===== config.mk =====
export PLATFORM = sky130hd
export DESIGN_NAME = cfg_shift_ctrl
export DESIGN_NICKNAME = d
export VERILOG_FILES = /design/src/rtl/cfg_shift_pkg.sv /design/src/rtl/cfg_phase_timer.sv /design/src/rtl/cfg_shift_ctrl.sv
export SDC_FILE = /design/constraint.sdc
export NUM_CORES = 1
export LEC_CHECK = 0
export CAP_MARGIN = 20
export CORE_MARGIN = 1.5
export CORE_UTILIZATION = 40
export DETAILED_ROUTE_END_ITERATION = 12
export PLACE_DENSITY = 0.67
export SLEW_MARGIN = 0
export SYNTH_ARGS = -nofsm -noshare
export SYNTH_HDL_FRONTEND = slang
export SYNTH_HIERARCHICAL = 1
export SYNTH_SLANG_ARGS = --single-unit
export TNS_END_PERCENT = 5

===== constraint.sdc =====
create_clock -name clk -period 7.1 [get_ports clk]
set_clock_uncertainty 0.1 [all_clocks]
set_input_delay 0.71 -clock clk [delete_from_list [all_inputs] [get_ports clk]]
set_output_delay 0.71 -clock clk [all_outputs]
set_load 0.005 [all_outputs]

===== src/rtl/cfg_shift_pkg.sv =====
// Shared definitions for the configuration-chain sequencer.
// Contents:
//   state_e          sequencer state encoding
//   DEF_WIDTH        default downstream shift-register length
//   DEF_CLK_DIV      default clk cycles per shift-clock half-period
//   done_cycle()     cycle index (after acceptance) of the done pulse
package cfg_shift_pkg;

  typedef enum logic [2:0] {
    IDLE     = 3'd0,
    SHIFT_LO = 3'd1,
    SHIFT_HI = 3'd2,
    LATCH    = 3'd3,
    DONE     = 3'd4
  } state_e;

  localparam int unsigned DEF_WIDTH   = 32;
  localparam int unsigned DEF_CLK_DIV = 1;

  // Cycles counted from 0 after the accepting edge; done appears in this cycle.
  // A complete word occupies done_cycle() + 2 cycles back to back.
  function automatic int unsigned done_cycle(input int unsigned width,
                                             input int unsigned clk_div);
    return (2 * width + 1) * clk_div;
  endfunction

endpackage


===== src/rtl/cfg_phase_timer.sv =====
// Reloadable down-counter that times one shift-clock phase.
// Ports:
//   clk          system clock
//   rst          synchronous active-high reset (count -> 0)
//   reload_i     restart a phase: count loads CLK_DIV-1
//   phase_end_o  high in the last cycle of the current phase (count == 0)
module cfg_phase_timer #(
  parameter int unsigned CLK_DIV = 1
) (
  input  logic clk,
  input  logic rst,
  input  logic reload_i,
  output logic phase_end_o
);

  localparam int unsigned CNT_W = $clog2(CLK_DIV + 1);

  logic [CNT_W-1:0] cnt_q;
  logic [CNT_W-1:0] cnt_d;

  always_comb begin
    cnt_d = cnt_q;
    if (reload_i) begin
      cnt_d = CNT_W'(CLK_DIV - 1);
    end else if (cnt_q != '0) begin
      cnt_d = cnt_q - CNT_W'(1);
    end
  end

  always_ff @(posedge clk) begin
    if (rst) begin
      cnt_q <= '0;
    end else begin
      cnt_q <= cnt_d;
    end
  end

  assign phase_end_o = (cnt_q == '0);

endmodule


===== src/rtl/cfg_shift_ctrl.sv =====
// Loads a parallel configuration word into the serial pad-configuration
// shift register, MSB first, then strobes the latch and updates a readback
// shadow of the committed word.
// Ports:
//   clk, rst     system clock, synchronous active-high reset
//   load_valid   load_data holds a word to shift
//   load_data    word; bit k lands in downstream q[k]
//   load_ready   idle, word accepted on load_valid
//   busy         shift/latch sequence running
//   done         one-cycle pulse when cfg_q is updated
//   cfg_q        last fully committed word
//   sr_clk       generated shift clock (clk / (2*CLK_DIV))
//   sr_din       serial data, stable CLK_DIV cycles around each sr_clk rise
//   sr_latch     latch strobe after the final shift
module cfg_shift_ctrl
  import cfg_shift_pkg::*;
#(
  parameter int unsigned WIDTH   = DEF_WIDTH,
  parameter int unsigned CLK_DIV = DEF_CLK_DIV
) (
  input  logic             clk,
  input  logic             rst,
  input  logic             load_valid,
  input  logic [WIDTH-1:0] load_data,
  output logic             load_ready,
  output logic             busy,
  output logic             done,
  output logic [WIDTH-1:0] cfg_q,
  output logic             sr_clk,
  output logic             sr_din,
  output logic             sr_latch
);

  localparam int unsigned IDX_W = $clog2(WIDTH);

  state_e             state_q;
  logic [IDX_W-1:0]   bit_idx_q;
  logic [IDX_W-1:0]   idx_dec;
  logic [WIDTH-1:0]   shadow_q;
  logic [WIDTH-1:0]   cfg_qq;
  logic               ready_q;
  logic               busy_q;
  logic               done_q;
  logic               sr_clk_q;
  logic               sr_din_q;
  logic               sr_latch_q;
  logic               phase_end;
  logic               reload;

  assign idx_dec = bit_idx_q - IDX_W'(1);

  // The timer restarts on acceptance and on every phase change, so each
  // SHIFT_LO/SHIFT_HI/LATCH phase lasts exactly CLK_DIV cycles.
  always_comb begin
    reload = 1'b0;
    case (state_q)
      IDLE:                       reload = load_valid && ready_q;
      SHIFT_LO, SHIFT_HI, LATCH:  reload = phase_end;
      default:                    reload = 1'b0;
    endcase
  end

  cfg_phase_timer #(
    .CLK_DIV (CLK_DIV)
  ) u_phase_timer (
    .clk         (clk),
    .rst         (rst),
    .reload_i    (reload),
    .phase_end_o (phase_end)
  );

  // Outputs are set on the edge entering each state, so they are registered
  // images of the state they belong to.
  always_ff @(posedge clk) begin
    if (rst) begin
      state_q    <= IDLE;
      bit_idx_q  <= '0;
      shadow_q   <= '0;
      cfg_qq     <= '0;
      ready_q    <= 1'b1;
      busy_q     <= 1'b0;
      done_q     <= 1'b0;
      sr_clk_q   <= 1'b0;
      sr_din_q   <= 1'b0;
      sr_latch_q <= 1'b0;
    end else begin
      done_q <= 1'b0;
      case (state_q)
        IDLE: begin
          if (load_valid && ready_q) begin
            shadow_q  <= load_data;
            bit_idx_q <= IDX_W'(WIDTH - 1);
            sr_din_q  <= load_data[WIDTH-1];
            sr_clk_q  <= 1'b0;
            ready_q   <= 1'b0;
            busy_q    <= 1'b1;
            state_q   <= SHIFT_LO;
          end
        end
        SHIFT_LO: begin
          if (phase_end) begin
            sr_clk_q <= 1'b1;
            state_q  <= SHIFT_HI;
          end
        end
        SHIFT_HI: begin
          if (phase_end) begin
            sr_clk_q <= 1'b0;
            if (bit_idx_q == '0) begin
              sr_latch_q <= 1'b1;
              state_q    <= LATCH;
            end else begin
              bit_idx_q <= idx_dec;
              sr_din_q  <= shadow_q[idx_dec];
              state_q   <= SHIFT_LO;
            end
          end
        end
        LATCH: begin
          if (phase_end) begin
            sr_latch_q <= 1'b0;
            done_q     <= 1'b1;
            cfg_qq     <= shadow_q;
            state_q    <= DONE;
          end
        end
        DONE: begin
          busy_q  <= 1'b0;
          ready_q <= 1'b1;
          state_q <= IDLE;
        end
        default: begin
          sr_clk_q   <= 1'b0;
          sr_latch_q <= 1'b0;
          busy_q     <= 1'b0;
          ready_q    <= 1'b1;
          state_q    <= IDLE;
        end
      endcase
    end
  end

  assign load_ready = ready_q;
  assign busy       = busy_q;
  assign done       = done_q;
  assign cfg_q      = cfg_qq;
  assign sr_clk     = sr_clk_q;
  assign sr_din     = sr_din_q;
  assign sr_latch   = sr_latch_q;

endmodule


Word-level counts from Yosys, hierarchy flattened
Cells that the tools add are included.
{"block": "totals", "wordCells": 73, "regBits": 79, "out_inout_bits": 38}
{"block": "op_classes", "n_bitwise": 5, "reduce_logical": 16, "n_lt_le_gt_ge": 1, "n_eq_ne": 10, "n_mux": 28, "n_addsub": 2}
{"op": "AND reduction 4 bit", "n": 4}
{"op": "two-way mux 5 bit", "n": 3}
{"op": "two-way mux 3 bit", "n": 4}
{"op": "!= test 2 bit (second input constant)", "n": 6}
{"op": "one-hot mux 3 bit (4 select lines)", "n": 1}
{"op": "two-way mux 1 bit", "n": 11}
{"op": "one-hot mux 5 bit (2 select lines)", "n": 1}
{"op": "OR reduction 3 bit", "n": 3}
{"op": "one-hot mux 1 bit (2 select lines)", "n": 4}
{"op": "== test 3 x 2 -> 1 bit (second input constant)", "n": 2}
{"op": "< comparator 5 x 6 -> 1 bit (second input constant)", "n": 1}
{"op": "AND reduction 2 bit", "n": 3}
{"op": "binary-select mux 1 bit (select 5 bit)", "n": 1}
{"op": "logical NOT 5 bit", "n": 1}
{"op": "inverter 1 bit", "n": 5}
{"op": "subtractor 5 x 1 -> 5 bit (second input constant)", "n": 1}
{"op": "one-hot mux 1 bit (4 select lines)", "n": 1}
{"op": "OR reduction 2 bit", "n": 2}
{"op": "== test 3 x 1 -> 1 bit (second input constant)", "n": 1}
{"op": "== test 3 bit (second input constant)", "n": 1}
{"op": "logical NOT 3 bit", "n": 1}
{"op": "one-hot mux 1 bit (3 select lines)", "n": 1}
{"op": "two-way mux 2 bit", "n": 1}
{"op": "nonzero test 2 bit", "n": 1}
{"op": "other kinds (2)", "n": 2}

Logic depth before layout (Yosys ltp)
Gate-level depths: netlist of run 1.
{"block": "logic_depth", "ltp_word": 6, "depth_mapped": 9, "ltp_nobuf": 7}

Cells and area by module
Netlist of run 1, hierarchy kept.
{"module": "cfg_shift_ctrl", "seq_area_each_um2": 1561.5, "cells_per_inst": 380, "n_inst": 1, "area_each_um2": 3136.8}
{"module": "cfg_phase_timer", "seq_area_each_um2": 20.0, "cells_per_inst": 3, "n_inst": 1, "area_each_um2": 27.5}

Worst setup path before layout of run 1
OpenSTA, ideal clock, no wires.
{"block": "synth_path", "kind": "register to register", "startpoint": "register bit_idx_q[0]", "endpoint": "register sr_din_q, in the netlist sr_din", "synth_period_minus_slack_ns": 2.397, "stages_incl_launch_ff": 9, "t_arrival_ns": 2.164, "setup_slack_ns": 4.703, "required_ns": 6.867, "cell_sequence": "dfxtp_1 > buf_6 > inv_1 > ha_1 > buf_2 > mux4_2 > mux4_2 > nand3_1 > a311oi_1"}
{"block": "synth_via", "elab_chain_cells": 6, "word_cells_on_any_way": 9, "cone_classes": "1 x add/sub; 1 x eq/ne; 5 x mux; 2 x reduce/logical"}
{"element": "start: declaration", "line_no": "cfg_shift_ctrl.sv:37", "source": "logic [IDX_W-1:0] bit_idx_q;"}
{"element": "start signal: assignment", "line_no": "cfg_shift_ctrl.sv:92", "source": "bit_idx_q <= IDX_W'(WIDTH - 1);"}
{"element": "start signal: assignment", "line_no": "cfg_shift_ctrl.sv:113", "source": "bit_idx_q <= idx_dec;"}
{"element": "subtractor 5 x 1 -> 5 bit", "line_no": "cfg_shift_ctrl.sv:50", "source": "assign idx_dec = bit_idx_q - IDX_W'(1);"}
{"element": "binary-select mux 1 bit (select 5 bit)", "line_no": "cfg_shift_ctrl.sv:114", "source": "sr_din_q <= shadow_q[idx_dec];"}
{"element": "two-way mux 1 bit (implied by the code)", "line_no": "cfg_shift_ctrl.sv:114"}
{"element": "two-way mux 1 bit", "line_no": "cfg_shift_ctrl.sv:109", "source": "if (bit_idx_q == '0) begin"}
{"element": "two-way mux 1 bit", "line_no": "cfg_shift_ctrl.sv:107", "source": "if (phase_end) begin"}
{"element": "one-hot mux 1 bit (2 select lines)", "line_no": "cfg_shift_ctrl.sv:88", "source": "case (state_q)"}
{"element": "end signal: assignment", "line_no": "cfg_shift_ctrl.sv:93", "source": "sr_din_q <= load_data[WIDTH-1];"}
{"element": "end signal: assignment", "line_no": "cfg_shift_ctrl.sv:114"}
{"element": "end: declaration", "line_no": "cfg_shift_ctrl.sv:45", "source": "logic sr_din_q;"}
Several ways; a longest one is shown, not always the timed one. The select of a mux whose other input is x is not followed.
A chain may end at the register's enable or synchronous reset.

Worst setup path after layout of run 1
Ends and elaborated chain as after synthesis.

==> impl_results.md, run 1 <==
- Outcome: finished, final reports clean
- PD cells: around 240 nW/um2
- Final Hold Viols: 0
- Worst-Skew Late Latency: 0.34 ns
- Std-Cell Rows: 32
- Fillers: 737
- Post-CTS Setup Bufs: 0
- DRT iter0 DRCs: 120
- CORE AREA: 7690 um2
- Fin cells: 545
- RSZ-0062 raised after global routing: false
- Cts repair resizes: 0
- Placed insts: 530
- Die area: around 8400 um2
- Peak supply drop: between 0.1 and 0.15 mV
- Wire per inst: approximately 13 um
- Deepest clock path buffer count: 2
- Final net count: 476
- CTS tree: yes
- Fmax: 362 MHz
- Worst slew pin tran: 0.905 ns
- Clock sink total: 79
- Port-buffer cells: 72
- Critical path required time: 7.20 ns
- Routability congestion estimate: 0.783
- ANT cells: 0
- Global-route usage over all layers: 0.180
- CP max FO: 12
- Layout area overhead: 31.1%
- CP endpoint kind: flip-flop
- Max-slew violations: 0
- Reg area: around 1600 um2
- CP top delay family: multiplexers
- Vias post-DR: 2,771
- Post-DRT Antenna Nets: 0
- Critical path data arrival time: 2.86 ns
- Post-Syn Area: 3150 um2
- YS warnings: 6
- Worst path bufs/invs: 1
- Final min period: 2.76 ns
- First-pass GRT wire length: 12.1 mm
- Largest net degree at the start of global routing: between 70 and 80
- Setup Crit Path Kind: reg2reg
- Placed wire-length estimate: between 4 and 5 mm
- Die Y: 91.8 um
- Static leakage: 1.39 nW
- Initial antenna violation count: 0
- Die Width: 91.8 um
- Hold Crit Class: reg2reg
- Ratio of cells with drive above 1 in the final layout: 0.0767
- Grt ovf: 0
- Post-Syn Instances: 380
- Setup_tns: 0 ns
- Syn nets: approximately 420
- Total Routed Length: 7.30 mm
- Worst-path clk slew: 0.08 ns
- Root Buffer: clkbuf_8
- H-tree level count: 3
- Cell mode on critical path: mux4_2
- Starting Density: 0.410
- Total clock buffers created by CTS: 9
- Pre-antenna DRT Iters: 5
- Max cap viols: 0
- Ports: 73
- Area of the multi-input gates: 1440 um2
- Post-Syn Area per Cell: 8.29 um2
- Slew margin rel.: 0.394
- Post-DR vias/cell: 5.08
- # DRC: 0
- Final worst-path cycle share: 0.389
- CP max stage delay: about 0.7 ns
- Final setup fails: 0
- Vias in the first global route: 2,552
- Cts hold-fix bufs: 0
- Slowest-stage cell, CP: dfxtp_1
- Crit path launch type: flip-flop
- Crit path cell chain: inv_1 > ha_1 > mux4_2 > mux4_2 > nand3_1 > a311oi_1
==> cell type report <==
| class | count | share of cell area |
|---|---|---|
| timing repair buffer | 78 | 0.185 |
| sequential | 79 | 0.383 |
| clock inverter | 4 | 0.0176 |
| clock buffer | 10 | 0.0309 |
| tap | 102 | 0.0309 |
| inverter | 4 | 0.00364 |
| multi-input combinational | 268 | 0.349 |
==> per-layer routing <==
layer,GRT usage,vias to the layer above,part of all wire
li1,-,1396,-
met1,0.234,1318,0.46
met2,0.291,50,0.49
met3,0.0323,7,0.028
met4,0.0821,0,0.013
met5,0,-,0
==> per-stage QoR <==
stage	setup WS (ns)	hold slack [ns]	total power, mW	instance area [um2]	util
after floorplan	4.70	0.342	0.594	3150	-
final	4.34	0.356	0.981	4130	0.537
after global routing	4.13	0.377	1.03	4130	0.537
after global placement	4.37	0.344	0.639	3920	0.510
after CTS	4.29	0.359	0.989	4120	0.536
after detailed placement	4.30	0.348	0.642	3920	0.510
==> placed cells by master, fill, tap and decap left out, types with 2 or more instances in the layout <==
cell type        count
buf_4                5
a311oi_1             4
inv_1                4
bufinv_16            2
nand2_1            133
a21oi_1             70
nor2_1              11
o21ai_0              6
nor3_1               4
a211oi_1             2
clkbuf_8             9
xnor2_1              3
dfxtp_1             79
a31oi_1              2
mux4_2               9
nor3b_2              2
clkdlybuf4s50_1     71
==> where the power goes <==
part | total, mW | internal, mW | switching [mW]
Combinational | 0.142 | 0.0718 | 0.0706
Sequential | 0.490 | 0.465 | 0.0247
Clock | 0.348 | 0.194 | 0.155
Total | 0.981 | 0.731 | 0.250
==> tightest hold or removal path, delay by kind of cell (launching register included) <==
kind	cells	cell delay, ns
simple gates	1	0.05
flops	1	0.31
compound gates	1	0.05
==> flip-flops by register name (all words and copies together) (netlist names) <==
name	count
busy	1
done	1
load_ready	1
bit_idx_q	5
shadow_q	32
cfg_q	32
state_q	3
u_phase_timer/cnt_q	1
sr_latch	1
sr_clk	1
sr_din	1
==> path summary, 6_finish.rpt <==
check	start	endpoint	slack (ns)	cells past startpoint
worst max-delay path	bit_idx_q[0]	sr_din	4.34	6
worst min-delay path	cfg_q[7]	cfg_q[7]	0.36	2
worst max register to register	bit_idx_q[0]	sr_din	4.34	6
worst min register to register	cfg_q[7]	cfg_q[7]	0.36	2
(Power assumes the default switching activity.)
==> run 2, diff against run 1 <==
Clock period 7.1 ns to 2.85 ns, I/O delays scaled along.
==> run 2 against run 1 <==
Net effect:
- sequential power is 150% higher
- register-to-register slack worse by 3.9 ns
- clock-buffer cell count is 2 higher
- highest routed layer unchanged
==> impl_results.md, run 2 (synthesis results as in run 1) <==
- Vias post-DR: 2,772
- First-pass GRT wire length: 12.1 mm
- Deepest clock path buffer count: 2
- Initial antenna violation count: 0
- Die Width: 91.8 um
- Worst Hold Launch: rst
- Port-buffer cells: 72
- Hold Crit Class: in2reg
- Slew margin rel.: 0.564
- Worst-path clk slew: approximately 0.080 ns
- Post-DR vias/cell: 5.04
- CP max FO: 9
- Std-Cell Rows: 32
- Vias in the first global route: 2,645
- Fin cells: 550
- Worst-Skew Late Latency: around 0.35 ns
- Pwr Total: 2.45 mW
- Placed wire-length estimate: just under 5 mm
- CORE AREA: roughly 7700 um2
- Post-DRT Antenna Nets: 0
- Outcome: finished, final reports clean
- PD cells: 588 nW/um2
- Hold slack: 0.303 ns
- Crit path launch type: flip-flop
- Met1 GRT Util: 0.225
- Total clock buffers created by CTS: 9
- Setup crit start: bit_idx_q[1]
- Post-CTS Setup Bufs: 0
- Ratio of cells with drive above 1 in the final layout: 0.0871
- R2R Path Start: bit_idx_q[1]
- DRT iter0 DRCs: 129
- Grt met3 use: 0.0290
- Max cap viols: 0
- Critical path data arrival time: about 2.5 ns
- Final net count: ~480
- ANT cells: 0
- Cts hold-fix bufs: 0
- Fmax: 418 MHz
- CP endpoint kind: flip-flop
- Grt ovf: 0
- Cts repair resizes: 0
- GR peak layer: met2
- Root Buffer: clkbuf_8
- Global-route usage over all layers: 0.179
- Setup Crit Path Kind: reg2reg
- Final min period: 2.39 ns
- Clock sink total: 79
- Total Routed Length: 7.29 mm
- Die area: 8420 um2
- Die Y: 91.8 um
- Setup_tns: 0 ns
- Final Hold Viols: 0
- Final setup fails: 0
- # DRC: 0
- Critical path required time: around 3.0 ns
- Largest net degree at the start of global routing: 79
- RSZ-0062 raised after global routing: false
- Peak supply drop: 0.244 mV
- Starting Density: 0.410
- H-tree level count: 3
- Wire per inst: 13.2 um
- Worst slew pin tran: 0.653 ns
- Placed insts: 534
- Final worst-path cycle share: 0.839
- Pre-antenna DRT Iters: 4
- CTS tree: yes
- Ports: 73
- Routability congestion estimate: roughly 0.87
- Most common cell after layout, fill and taps aside: nand2_1
- Met2 Track Usage GR: 0.297
- Commonest cells after routing, fill and taps aside: nand2_1 (133), dfxtp_1 (79), clkdlybuf4s50_1 (71), a21oi_1 (70)
- Max-slew violations: 0
- Static leakage: 1.42 nW
- Layout area overhead: 32.3%
run 2: worst paths after layout:
kind / endpoint / slack, ns / cells after the start
worst max-delay path: sr_din / 0.46 / 6
worst min-delay path: cfg_q[28] / 0.30 / 3
worst max register to register: sr_din / 0.46 / 6
worst min register to register: cfg_q[7] / 0.35 / 2
run 2: final cells by class:
type	instances	area (um2)
repair buffers	81	796
clock inverters	4	52.6
fillers	721	3520
clock buffers	12	155
inverters	4	15.0
flip-flops and latches	79	1580
well taps	102	128
multi-input cells	268	1440
run 2: routing by layer:
layer,up-vias,routed length (um)
li1,1402,-
met1,1305,3340
met3,11,233
met5,-,0
met2,54,3550
met4,0,161
run 2: power breakdown:
part / switching, mW / total [mW] / internal (mW)
clock network: 0.409 / 0.865 / 0.456
registers: 0.0517 / 1.21 / 1.16
logic: 0.188 / 0.373 / 0.186
total: 0.648 / 2.45 / 1.80
run 2: critical path, stage by stage, from the launching register on:
cell and delay [ns]:
dfxtp_1 0.36, inv_1 0.06, ha_1 0.53, mux4_2 0.56
mux4_2 0.48, nand3_1 0.09, a311oi_1 0.09
run 2: stage by stage:
stage / setup slack [ns] / instance area [um2] / utilization
floorplan: 0.453 / 3150 / -
global placement: 0.556 / 3960 / 0.515
detailed placement: 0.455 / 3960 / 0.515
CTS: 0.440 / 4170 / 0.542
global route: 0.386 / 4170 / 0.542
finish: 0.459 / 4170 / 0.542
